===== config.mk =====
export PLATFORM = sky130hd
export DESIGN_NAME = seven_seg_capture_flat
export DESIGN_NICKNAME = d
export VERILOG_FILES = /design/src/rtl/seven_seg_capture_if.sv /design/src/rtl/seven_seg_capture.sv /design/src/flat_wrapper.sv
export SDC_FILE = /design/constraint.sdc
export NUM_CORES = 1
export LEC_CHECK = 0
export CORE_AREA = 2 2 78 80
export CTS_BUF_LIST = sky130_fd_sc_hd__clkbuf_4
export DETAILED_ROUTE_END_ITERATION = 10
export DIE_AREA = 0 0 80 82
export HOLD_SLACK_MARGIN = 0.06
export PLACE_DENSITY = 0.84
export SLEW_MARGIN = 30
export SYNTH_ARGS = -nofsm -noshare
export SYNTH_HDL_FRONTEND = slang
export SYNTH_SLANG_ARGS = --single-unit

===== constraint.sdc =====
create_clock -name clk -period 2.3 [get_ports clk]
set_input_delay 0.23 -clock clk [delete_from_list [all_inputs] [get_ports clk]]
set_output_delay 0.23 -clock clk [all_outputs]
set_load 0.01 [all_outputs]

===== src/rtl/seven_seg_capture_if.sv =====
// Bundle for the seven-segment capture monitor: sampled display bus in, captured result out.
// The master side drives the display lines; the slave side is the capture unit.
interface seven_seg_capture_if;
  logic [3:0]  an;
  logic [7:0]  seg;
  logic        clr;
  logic [15:0] value;
  logic [3:0]  digit_valid;
  logic [3:0]  dp_flags;
  logic        frame_valid;
  logic        frame_ok;
  logic        err;
  logic [7:0]  err_cnt;

  modport master (
    output an, seg, clr,
    input  value, digit_valid, dp_flags, frame_valid, frame_ok, err, err_cnt
  );

  modport slave (
    input  an, seg, clr,
    output value, digit_valid, dp_flags, frame_valid, frame_ok, err, err_cnt
  );
endinterface


===== src/rtl/seven_seg_capture.sv =====
// Loopback monitor for the 4-digit common-anode display bus: waits for each {an, seg} pattern
// to settle, decodes it back to a hex nibble and reports frames/errors. SEVEN_SEG_CAPTURE_DP_EN enables dp tracking.
module seven_seg_capture #(
  parameter int unsigned SETTLE_CYCLES = 4
) (
  input logic             clk,
  input logic             reset,
  seven_seg_capture_if.slave bus
);

  localparam logic [7:0] SETTLE = 8'(SETTLE_CYCLES);

  logic [7:0] segMasked;
`ifdef SEVEN_SEG_CAPTURE_DP_EN
  assign segMasked = bus.seg;
`else
  // Without dp tracking, seg[0] must not disturb the settle detector.
  logic unusedSeg0;
  assign unusedSeg0 = bus.seg[0];
  assign segMasked  = {bus.seg[7:1], 1'b1};
`endif

  logic [3:0]  anReg;
  logic [7:0]  segReg;
  logic [7:0]  stableCnt;
  logic        sampleEvt;
  logic [15:0] valueReg;
  logic [3:0]  validReg;
  logic [3:0]  seenReg;
  logic        frameValidReg;
  logic        frameOkReg;
  logic        errReg;
  logic [7:0]  errCntReg;

  logic [7:0]  cntNext;
  logic        evtNext;
  logic        anBlank;
  logic        anOneHot;
  logic [3:0]  selMask;
  logic        errNext;
  logic [3:0]  decNib;
  logic        decHit;

  always_comb begin
    cntNext = stableCnt;
    if ({bus.an, segMasked} != {anReg, segReg}) begin
      cntNext = 8'd0;
    end else if (stableCnt != SETTLE) begin
      cntNext = stableCnt + 8'd1;
    end
  end

  // Only the transition into the saturated count produces a sample.
  assign evtNext = (cntNext == SETTLE) && (stableCnt != SETTLE);

  assign anBlank  = (anReg == 4'hF);
  assign anOneHot = $onehot(~anReg);
  assign selMask  = (sampleEvt && anOneHot) ? ~anReg : 4'h0;
  assign errNext  = sampleEvt && !anBlank && !(anOneHot && decHit);

  always_comb begin
    decHit = 1'b1;
    decNib = 4'h0;
    case (~segReg[7:1])
      7'b1111110: decNib = 4'h0;
      7'b0110000: decNib = 4'h1;
      7'b1101101: decNib = 4'h2;
      7'b1111001: decNib = 4'h3;
      7'b0110011: decNib = 4'h4;
      7'b1011011: decNib = 4'h5;
      7'b1011111: decNib = 4'h6;
      7'b1110000: decNib = 4'h7;
      7'b1111111: decNib = 4'h8;
      7'b1111011: decNib = 4'h9;
      7'b1110111: decNib = 4'hA;
      7'b0011111: decNib = 4'hB;
      7'b1001110: decNib = 4'hC;
      7'b0111101: decNib = 4'hD;
      7'b1001111: decNib = 4'hE;
      7'b1000111: decNib = 4'hF;
      default:    decHit = 1'b0;
    endcase
  end

  always_ff @(posedge clk) begin
    if (reset || bus.clr) begin
      anReg         <= 4'hF;
      segReg        <= 8'hFF;
      stableCnt     <= 8'd0;
      sampleEvt     <= 1'b0;
      valueReg      <= 16'h0000;
      validReg      <= 4'h0;
      seenReg       <= 4'h0;
      frameValidReg <= 1'b0;
      frameOkReg    <= 1'b0;
      errReg        <= 1'b0;
    end else begin
      anReg         <= bus.an;
      segReg        <= segMasked;
      stableCnt     <= cntNext;
      sampleEvt     <= evtNext;
      errReg        <= errNext;
      frameValidReg <= (seenReg == 4'hF);
      frameOkReg    <= (seenReg == 4'hF) && (validReg == 4'hF);
      seenReg       <= ((seenReg == 4'hF) ? 4'h0 : seenReg) | selMask;
      for (int i = 0; i < 4; i++) begin
        if (selMask[i]) begin
          validReg[i] <= decHit;
          if (decHit) begin
            valueReg[4*i +: 4] <= decNib;
          end
        end
      end
    end
  end

  // The error counter survives clr; only reset clears it.
  always_ff @(posedge clk) begin
    if (reset) begin
      errCntReg <= 8'd0;
    end else if (!bus.clr && errNext && (errCntReg != 8'hFF)) begin
      errCntReg <= errCntReg + 8'd1;
    end
  end

`ifdef SEVEN_SEG_CAPTURE_DP_EN
  logic [3:0] dpReg;

  always_ff @(posedge clk) begin
    if (reset || bus.clr) begin
      dpReg <= 4'h0;
    end else begin
      for (int i = 0; i < 4; i++) begin
        if (selMask[i] && decHit) begin
          dpReg[i] <= ~segReg[0];
        end
      end
    end
  end

  assign bus.dp_flags = dpReg;
`else
  assign bus.dp_flags = 4'h0;
`endif

  assign bus.value       = valueReg;
  assign bus.digit_valid = validReg;
  assign bus.frame_valid = frameValidReg;
  assign bus.frame_ok    = frameOkReg;
  assign bus.err         = errReg;
  assign bus.err_cnt     = errCntReg;

endmodule

===== src/flat_wrapper.sv =====
// flat-port wrapper written by rule: the top's interface ports become plain ports
module seven_seg_capture_flat 
#(
  parameter int unsigned SETTLE_CYCLES = 4
)
  (clk, reset, bus_an, bus_seg, bus_clr, bus_value, bus_digit_valid, bus_dp_flags, bus_frame_valid, bus_frame_ok, bus_err, bus_err_cnt);
  seven_seg_capture_if bus_i ();
  input logic clk;
  input logic reset;
  input wire logic [$bits(bus_i.an)-1:0] bus_an;
  input wire logic [$bits(bus_i.seg)-1:0] bus_seg;
  input wire logic [$bits(bus_i.clr)-1:0] bus_clr;
  output wire logic [$bits(bus_i.value)-1:0] bus_value;
  output wire logic [$bits(bus_i.digit_valid)-1:0] bus_digit_valid;
  output wire logic [$bits(bus_i.dp_flags)-1:0] bus_dp_flags;
  output wire logic [$bits(bus_i.frame_valid)-1:0] bus_frame_valid;
  output wire logic [$bits(bus_i.frame_ok)-1:0] bus_frame_ok;
  output wire logic [$bits(bus_i.err)-1:0] bus_err;
  output wire logic [$bits(bus_i.err_cnt)-1:0] bus_err_cnt;
  assign bus_i.an = bus_an;
  assign bus_i.seg = bus_seg;
  assign bus_i.clr = bus_clr;
  assign bus_value = bus_i.value;
  assign bus_digit_valid = bus_i.digit_valid;
  assign bus_dp_flags = bus_i.dp_flags;
  assign bus_frame_valid = bus_i.frame_valid;
  assign bus_frame_ok = bus_i.frame_ok;
  assign bus_err = bus_i.err;
  assign bus_err_cnt = bus_i.err_cnt;
  seven_seg_capture #(.SETTLE_CYCLES(SETTLE_CYCLES)) u_core (.clk(clk), .reset(reset), .bus(bus_i));
endmodule

==> insert_results.sql, run 1 <==
INSERT INTO impl_metrics (metric_group, metric, value, unit) VALUES
('cts', 'clkSlewWorstSetupHoldPaths', '0.17', 'ns'),
('die', 'fp.dieH', '82', 'um'),
('timing', 'rsz0062_at_grt', 'yes', ''),
('detailed_routing', 'post-route-drc-count', '0', ''),
('die', 'area_of_the_core_region', '5746', 'um^2'),
('synth', 'synth_area', '2695', 'um^2'),
('synth', 'yosysSeqAreaShare', '40.85', '%'),
('cts', 'clkSinkCount', '55', ''),
('cts', 'cts_root_buffer', 'sky130_fd_sc_hd__clkbuf_4', ''),
('synth', 'yosysWarnings', '0', ''),
('power_and_ir_drop', 'switching_share', '25.66', '%'),
('synth', 'synthFlopType', 'sky130_fd_sc_hd__dfxtp_1', ''),
('synth', 'synth_seq_cells', '55', ''),
('synth', 'syn-instance-count', '300', ''),
('global_routing', 'grt_max_degree', '28', ''),
('critical_path', 'critical_path_arrival', '2.56', 'ns'),
('die', 'start_util', '46.91', '%'),
('timing', 'maxSlewViolCount', '0', ''),
('timing', 'fmax', '441.8', 'MHz'),
('detailed_routing', 'drt_first_pass_iters', '4', ''),
('synth', 'share_of_async_settable_or_async_resettable_flops_after_synthesis', '0', '%'),
('power_and_ir_drop', 'leakage', '1.258', 'nW'),
('flow_run', 'drv.max_cap_violation_count', '0', ''),
('detailed_routing', 'ant_nets', '0', ''),
('global_routing', 'globalRouteTotalUtil', '19.65', '%'),
('timing', 'report.final.setup_viol', '0', ''),
('critical_path', 'setup.worst_path.end_class', 'register', ''),
('power_and_ir_drop', 'netSwitchingPower', '397.4', 'uW'),
('synth', 'ys_types', '50', ''),
('power_and_ir_drop', 'power', '1.549', 'mW'),
('run_status', 'outcome', 'completed', ''),
('critical_path', 'critical_path_peak_fanout', '8', ''),
('place', 'dp_cells', '429', ''),
('critical_path', 'cp_cell_sequence', 'inv_2 -> ha_4 -> ha_4 -> fa_1 -> nor3b_2 -> buf_4 -> nand2_8 -> nor2_4 -> o21ai_2 -> a22oi_1 -> nor2_1', ''),
('synth', 'synthesis.area_per_instance', '8.984', 'um^2'),
('timing', 'worst_case_clock_skew', '0.01974', 'ns'),
('detailed_routing', 'totalWireLength', '6331', 'um'),
('worst_hold_path', 'worstHoldPathType', 'primary input to register', ''),
('power_and_ir_drop', 'clock_power_share', '27.8', '%'),
('power_and_ir_drop', 'p_comb_share', '9.3', '%'),
('critical_path', 'cpPeakStageDelay', '0.44', 'ns'),
('timing', 'minimum_clock_period', '2.264', 'ns'),
('layout', 'layout.nets', '386', ''),
('place', 'portBuffers', '44', ''),
('cts', 'tritoncts_clock_tree', 'built', ''),
('global_routing', 'grt_first_pass_wirelength', '10230', 'um'),
('critical_path', 'cp_top_family', 'adder cells', ''),
('timing', 'slew_headroom', '59.09', '%'),
('critical_path', 'critical_path_class', 'register to register', ''),
('die', 'ioPinCount', '50', ''),
('critical_path', 'critical_path.n_buffers_inverters', '2', ''),
('die', 'dieArea', '6560', 'um^2'),
('place', 'globalplace.congestion', '0.8376', ''),
('layout', 'final_core_utilization', '61.76', '%'),
('power_and_ir_drop', 'p_per_area', '436.5', 'nW/um^2'),
('cts', 'worst_skew_pair.late_latency', '0.39', 'ns'),
('die', 'row_count', '28', ''),
('layout', 'antenna_cells', '0', ''),
('critical_path', 'cpMaxStageDelayCell', 'sky130_fd_sc_hd__fa_1', ''),
('critical_path', 'worst_setup_path_start_kind', 'register', ''),
('detailed_routing', 'num_vias', '2390', ''),
('cts', 'cts-htree-levels', '2', ''),
('critical_path', 'worstPathRequired', '2.59', 'ns'),
('cts', 'tritoncts.num_buffers', '5', ''),
('detailed_routing', 'avgRoutedWirePerCell', '14.45', 'um'),
('synth', 'synth_edf_count', '0', ''),
('layout', 'final_layout_size_suffix_gt1_share', '19.28', '%'),
('timing', 'report.final.hold_viol_count', '0', ''),
('critical_path', 'path_common_cell', 'sky130_fd_sc_hd__ha_4', ''),
('layout', 'area_growth_syn_to_layout', '31.66', '%'),
('global_routing', 'grt_antenna_before_repair', '0', '');
==> cell families (layout without fill, tap and decap cells) <==
| kind of cell | after synthesis | count (layout) | synth area share, % |
|---|---|---|---|
| simple gates | 114 | 114 | 22.75 |
| compound gates | 61 | 61 | 15.04 |
| flops | 55 | 55 | 40.85 |
| buf+inv | 29 | 89 | 6.174 |
| xor+xnor | 21 | 21 | 6.824 |
| mux | 10 | 10 | 3.761 |
| fa+ha+maj | 9 | 9 | 4.457 |
| other cells | 1 | 4 | 0.1391 |
==> cell usage in the layout, fill, tap and decap left out, drive strengths merged, types with 5 or more instances in the layout <==
| cell | instances |
|---|---|
| or3 | 18 |
| ha | 8 |
| nor4 | 6 |
| clkdlybuf4s50 | 44 |
| clkbuf | 5 |
| inv | 10 |
| nor2 | 40 |
| dfxtp | 55 |
| and3 | 5 |
| buf | 28 |
| a21oi | 16 |
| o21ai | 15 |
| xor2 | 16 |
| nand4 | 7 |
| nand3 | 6 |
| a22oi | 8 |
| nand2 | 7 |
| xnor2 | 5 |
| mux2i | 9 |
==> power groups by stage <==
stage               Combinational (mW)  Sequential (mW)  Clock (mW)
CTS                              0.143            0.974       0.432
floorplan                       0.0883            0.988           0
global route                     0.156            0.977       0.468
detailed placement               0.135            0.994           0
finish                           0.144            0.975       0.430
global placement                 0.132            0.993           0
==> path summary, 6_finish.rpt <==
check                            start                   to  slack (ns)  cells past startpoint
min                         bus_seg[2]     u_core.segReg[2]        0.47                      2
max reg2reg            u_core.anReg[3]  u_core.bus.value[6]        0.04                     11
max                    u_core.anReg[3]  u_core.bus.value[6]        0.04                     11
min reg2reg  u_core.bus.digit_valid[3]  u_core.bus.frame_ok        0.50                      2
==> cells in the mapped netlist, types with 2 or more instances <==
cell type / n / area, um^2
sky130_fd_sc_hd__ha_1: 8 / 100.1
sky130_fd_sc_hd__xnor2_1: 5 / 43.79
sky130_fd_sc_hd__a31oi_1: 4 / 25.02
sky130_fd_sc_hd__a22oi_1: 8 / 60.06
sky130_fd_sc_hd__clkbuf_1: 6 / 22.52
sky130_fd_sc_hd__o21ai_1: 5 / 25.02
sky130_fd_sc_hd__o21ai_0: 10 / 50.05
sky130_fd_sc_hd__nand2b_1: 4 / 25.02
sky130_fd_sc_hd__and2_1: 2 / 12.51
sky130_fd_sc_hd__nand2_1: 7 / 26.28
sky130_fd_sc_hd__buf_2: 4 / 20.02
sky130_fd_sc_hd__inv_1: 9 / 33.78
sky130_fd_sc_hd__nand4_1: 7 / 43.79
sky130_fd_sc_hd__or3_1: 18 / 112.6
sky130_fd_sc_hd__o31ai_1: 2 / 15.01
sky130_fd_sc_hd__mux2i_1: 9 / 90.09
sky130_fd_sc_hd__xor2_1: 16 / 140.1
sky130_fd_sc_hd__nor4_1: 6 / 37.54
sky130_fd_sc_hd__a21oi_1: 16 / 80.08
sky130_fd_sc_hd__dfxtp_1: 55 / 1101
sky130_fd_sc_hd__nor3_1: 4 / 20.02
sky130_fd_sc_hd__o21a_1: 2 / 15.01
sky130_fd_sc_hd__and3_1: 5 / 31.28
sky130_fd_sc_hd__nor2b_1: 4 / 25.02
sky130_fd_sc_hd__nor4bb_1: 2 / 20.02
sky130_fd_sc_hd__nor3b_1: 3 / 22.52
sky130_fd_sc_hd__buf_6: 4 / 45.04
sky130_fd_sc_hd__buf_4: 6 / 45.04
sky130_fd_sc_hd__a32oi_1: 4 / 35.03
sky130_fd_sc_hd__nor2_1: 40 / 150.1
sky130_fd_sc_hd__nand3_1: 6 / 30.03
==> flip-flops by register name, indices dropped and copies added, names as in the netlist <==
register,flops
u_core.bus.value,16
u_core.bus.err_cnt,8
u_core.stableCnt,8
u_core.segReg,7
u_core.anReg,4
u_core.bus.digit_valid,4
u_core.seenReg,4
u_core.bus.err,1
u_core.bus.frame_ok,1
u_core.bus.frame_valid,1
u_core.sampleEvt,1
==> per-stage QoR <==
stage          setup TNS, ns  setup WS [ns]  hold WS [ns]
2_1_floorplan      -0.008878      -0.008878        0.3316
3_3_place_gp               0        0.02184        0.4680
3_5_place_dp         -0.1036       -0.03431        0.4861
4_1_cts                    0       0.007653        0.4606
5_1_grt               -1.089       -0.08868        0.4627
6_report                   0        0.03643        0.4669
==> timing repair <==
action	in CTS	in global routing
gates cloned	0	0
setup endpoints to repair	10	26
buffers inserted	1	0
hold buffers	0	0
pin swaps	5	10
gates resized for setup	3	12
==> layer usage <==
metal	vias to the layer above	part of all wire (%)	wire, um	global-route usage, %
met3	9	2.7	169	3.516
met2	44	50	3134	34.08
met1	1151	46	2926	25.48
met4	0	1.6	101	4.746
met5	-	0	0	0
li1	1186	-	-	-
==> worst reg2reg max path: cells and delay by family (launching register included) <==
kind	cells	cell delay [ns]
compound gates	2	0.31
flops	1	0.37
buf+inv	2	0.21
simple gates	4	0.46
fa+ha+maj	3	0.83
==> cell type report <==
type	count	area, um^2
clock buffers	5	37.54
clock inverters	3	18.77
fillers	477	2197
inverters	9	33.78
multi-input cells	219	1595
flip-flops and latches	55	1119
well taps	75	93.84
repair buffers	72	650.6
Note: power is estimated with default switching activity, not from simulation.
==> run 2, diff against run 1 <==
--- a/config.mk
+++ b/config.mk
@@ -10,7 +10,7 @@
 export DETAILED_ROUTE_END_ITERATION = 10
 export DIE_AREA = 0 0 80 82
 export HOLD_SLACK_MARGIN = 0.06
-export PLACE_DENSITY = 0.84
+export PLACE_DENSITY = 0.87
 export SLEW_MARGIN = 30
 export SYNTH_ARGS = -nofsm -noshare
 export SYNTH_HDL_FRONTEND = slang
==> insert_results.sql, run 2 (same netlist as run 1, synthesis figures left out) <==
INSERT INTO impl_metrics (metric_group, metric, value, unit) VALUES
('die', 'start_util', '46.91', '%'),
('detailed_routing', 'num_vias', '2478', ''),
('layout', 'final_layout_size_suffix_gt1_share', '19.18', '%'),
('cts', 'worst_skew_pair.late_latency', '0.38', 'ns'),
('layout', 'antenna_cells', '0', ''),
('power_and_ir_drop', 'netSwitchingPower', '385.4', 'uW'),
('timing', 'worst_case_clock_skew', '0.01382', 'ns'),
('power_and_ir_drop', 'peakVddDrop', '0.4107', 'mV'),
('global_routing', 'grt_overflow_total', '0', ''),
('power_and_ir_drop', 'intPower', '1.260', 'mW'),
('cts', 'cts.path.max_buffers', '2', ''),
('die', 'die_w', '80', 'um'),
('critical_path', 'cpMaxStageDelayCell', 'sky130_fd_sc_hd__fa_1', ''),
('layout', 'final_core_utilization', '62.30', '%'),
('die', 'fp.dieH', '82', 'um'),
('place', 'dpl.hpwl', '4744', 'um'),
('worst_hold_path', 'worst_hold_path.num_cells', '2', ''),
('die', 'area_of_the_core_region', '5746', 'um^2'),
('place', 'globalplace.congestion', '0.8307', ''),
('flow_run', 'drv.max_cap_violation_count', '0', ''),
('power_and_ir_drop', 'clock_power_share', '32.2', '%'),
('critical_path', 'critical_path_arrival', '2.63', 'ns'),
('critical_path', 'path_common_cell', 'sky130_fd_sc_hd__ha_4', ''),
('critical_path', 'cp_cell_sequence', 'inv_2 -> ha_4 -> ha_4 -> fa_1 -> nor3b_4 -> nand2_4 -> nor2_4 -> o21ai_4 -> a22oi_1 -> nor2_1', ''),
('layout', 'mostFrequentLayoutCells', 'sky130_fd_sc_hd__dfxtp_1, sky130_fd_sc_hd__clkdlybuf4s50_1, sky130_fd_sc_hd__nor2_1, sky130_fd_sc_hd__buf_4, sky130_fd_sc_hd__or3_1', ''),
('global_routing', 'grt_antenna_before_repair', '0', ''),
('worst_hold_path', 'worstHoldPathType', 'primary input to register', ''),
('timing', 'report.final.hold_viol_count', '0', ''),
('run_status', 'outcome', 'finished, violations left', ''),
('critical_path', 'setup.worst_path.end_class', 'register', ''),
('global_routing', 'first_global_vias', '2379', ''),
('detailed_routing', 'post-route-drc-count', '0', ''),
('layout', 'leading_cell_type_in_the_layout_fill_and_taps_excluded', 'sky130_fd_sc_hd__dfxtp_1', ''),
('timing', 'slew_headroom', '64.72', '%'),
('timing', 'report.final.setup_viol', '9', ''),
('timing', 'fin_crit_sh', '102.5', '%'),
('global_routing', 'globalRouteTotalUtil', '21.35', '%'),
('detailed_routing', 'viasPerCell', '5.632', ''),
('cts', 'clkSinkCount', '55', ''),
('global_routing', 'grt_first_pass_wirelength', '11080', 'um'),
('timing', 'fmax', '424.0', 'MHz'),
('timing', 'rsz0062_at_grt', 'yes', ''),
('cts', 'postCtsHoldBufs', '0', ''),
('power_and_ir_drop', 'p_per_area', '459.6', 'nW/um^2'),
('run_status', 'failing_checks', 'negative setup slack', ''),
('timing', 'maxSlewViolCount', '0', ''),
('critical_path', 'critical_path_peak_fanout', '6', ''),
('detailed_routing', 'drt_iter0_drc', '206', ''),
('cts', 'clkSlewWorstSetupHoldPaths', '0.15', 'ns'),
('timing', 'hold-worst-slack', '0.4712', 'ns'),
('layout', 'area_growth_syn_to_layout', '32.82', '%'),
('power_and_ir_drop', 'power', '1.645', 'mW'),
('power_and_ir_drop', 'leakage', '1.287', 'nW'),
('cts', 'tritoncts.num_buffers', '5', ''),
('detailed_routing', 'drt_first_pass_iters', '5', ''),
('place', 'preCtsSetupSlack', '-0.07095', 'ns'),
('critical_path', 'worstPathRequired', '2.57', 'ns'),
('detailed_routing', 'totalWireLength', '6769', 'um'),
('critical_path', 'worst_setup_path_start_kind', 'register', ''),
('die', 'ioPinCount', '50', ''),
('die', 'row_count', '28', ''),
('critical_path', 'critical_path_class', 'register to register', ''),
('timing', 'setup_slack', '-0.05822', 'ns'),
('place', 'portBuffers', '44', ''),
('cts', 'tritoncts_clock_tree', 'built', ''),
('cts', 'cts-htree-levels', '2', ''),
('critical_path', 'cpPeakStageDelay', '0.47', 'ns'),
('die', 'dieArea', '6560', 'um^2'),
('detailed_routing', 'ant_nets', '0', ''),
('layout', 'layout.nets', '388', ''),
('detailed_routing', 'avgRoutedWirePerCell', '15.38', 'um'),
('power_and_ir_drop', 'switching_share', '23.43', '%'),
('power_and_ir_drop', 'p_comb_share', '8.6', '%'),
('global_routing', 'grt_max_degree', '28', ''),
('cts', 'cts_root_buffer', 'sky130_fd_sc_hd__clkbuf_4', ''),
('power_and_ir_drop', 'pwr-share-seq', '59.1', '%'),
('timing', 'minimum_clock_period', '2.358', 'ns'),
('critical_path', 'worst_r2r_path_depth', '10', ''),
('timing', 'worstMarginPinSlew', '0.5281', 'ns'),
('layout', 'largest_register_ffs', '16', ''),
('timing', 'fin_setup_tns', '-0.1429', 'ns');
run 2: cell count changes in the layout (fill, tap and decap cells not counted), moves of 2 or more:
cell,delta
sky130_fd_sc_hd__a22oi_2,-3
sky130_fd_sc_hd__o21ai_0,-2
sky130_fd_sc_hd__a22oi_1,+3
sky130_fd_sc_hd__buf_4,+2
run 2: cell type report:
class	instances	area (um^2)
Clock buffer	5	37.54
Clock inverter	3	43.79
Fill cell	462	2166
Inverter	9	33.78
Multi-Input combinational cell	219	1587
Sequential cell	55	1119
Tap cell	75	93.84
Timing Repair Buffer	74	665.6
run 2: per-stage QoR:
stage                     cell area (um^2)  std cells
after floorplan                       2819        303
after global placement                3431        430
after detailed placement              3431        430
after CTS                             3552        438
after global routing                  3580        440
final                                 3580        440
run 2: metal layers:
| layer | wire (um) | vias to the layer above | track usage, % |
|---|---|---|---|
| met4 | 151 | 0 | 7.288 |
| met2 | 3615 | 76 | 38.75 |
| met3 | 266 | 27 | 3.187 |
| met1 | 2734 | 1179 | 25.76 |
| met5 | 0 | - | 0 |
| li1 | - | 1196 | - |
run 2: critical path, delay by kind of cell (launching register included):
| family | cells | cell delay (ns) |
|---|---|---|
| compound gates | 2 | 0.31 |
| simple gates | 4 | 0.68 |
| flops | 1 | 0.38 |
| buf+inv | 1 | 0.04 |
| fa+ha+maj | 3 | 0.87 |
run 2: power groups by stage:
stage	logic [mW]	clock network, mW	registers (mW)
6_report	0.142	0.530	0.973
5_1_grt	0.154	0.575	0.975
4_1_cts	0.141	0.535	0.973
3_5_place_dp	0.134	0	0.993
3_3_place_gp	0.130	0	0.992
2_1_floorplan	0.0883	0	0.988
run 2: final timing paths:
kind                          endpoint                       from  slack [ns]
setup reg to reg  u_core.bus.value[11]            u_core.anReg[3]       -0.06
hold / removal        u_core.segReg[7]                 bus_seg[7]        0.47
hold reg to reg    u_core.bus.frame_ok  u_core.bus.digit_valid[3]        0.48
setup / recovery  u_core.bus.value[11]            u_core.anReg[3]       -0.06
run 2: repair_timing:
action / CTS / global route
pin swaps: 4 / 7
endpoints found under the hold margin: 0 / 0
setup buffers: 0 / 2
resized for setup: 8 / 7
endpoints found under the setup margin: 18 / 29
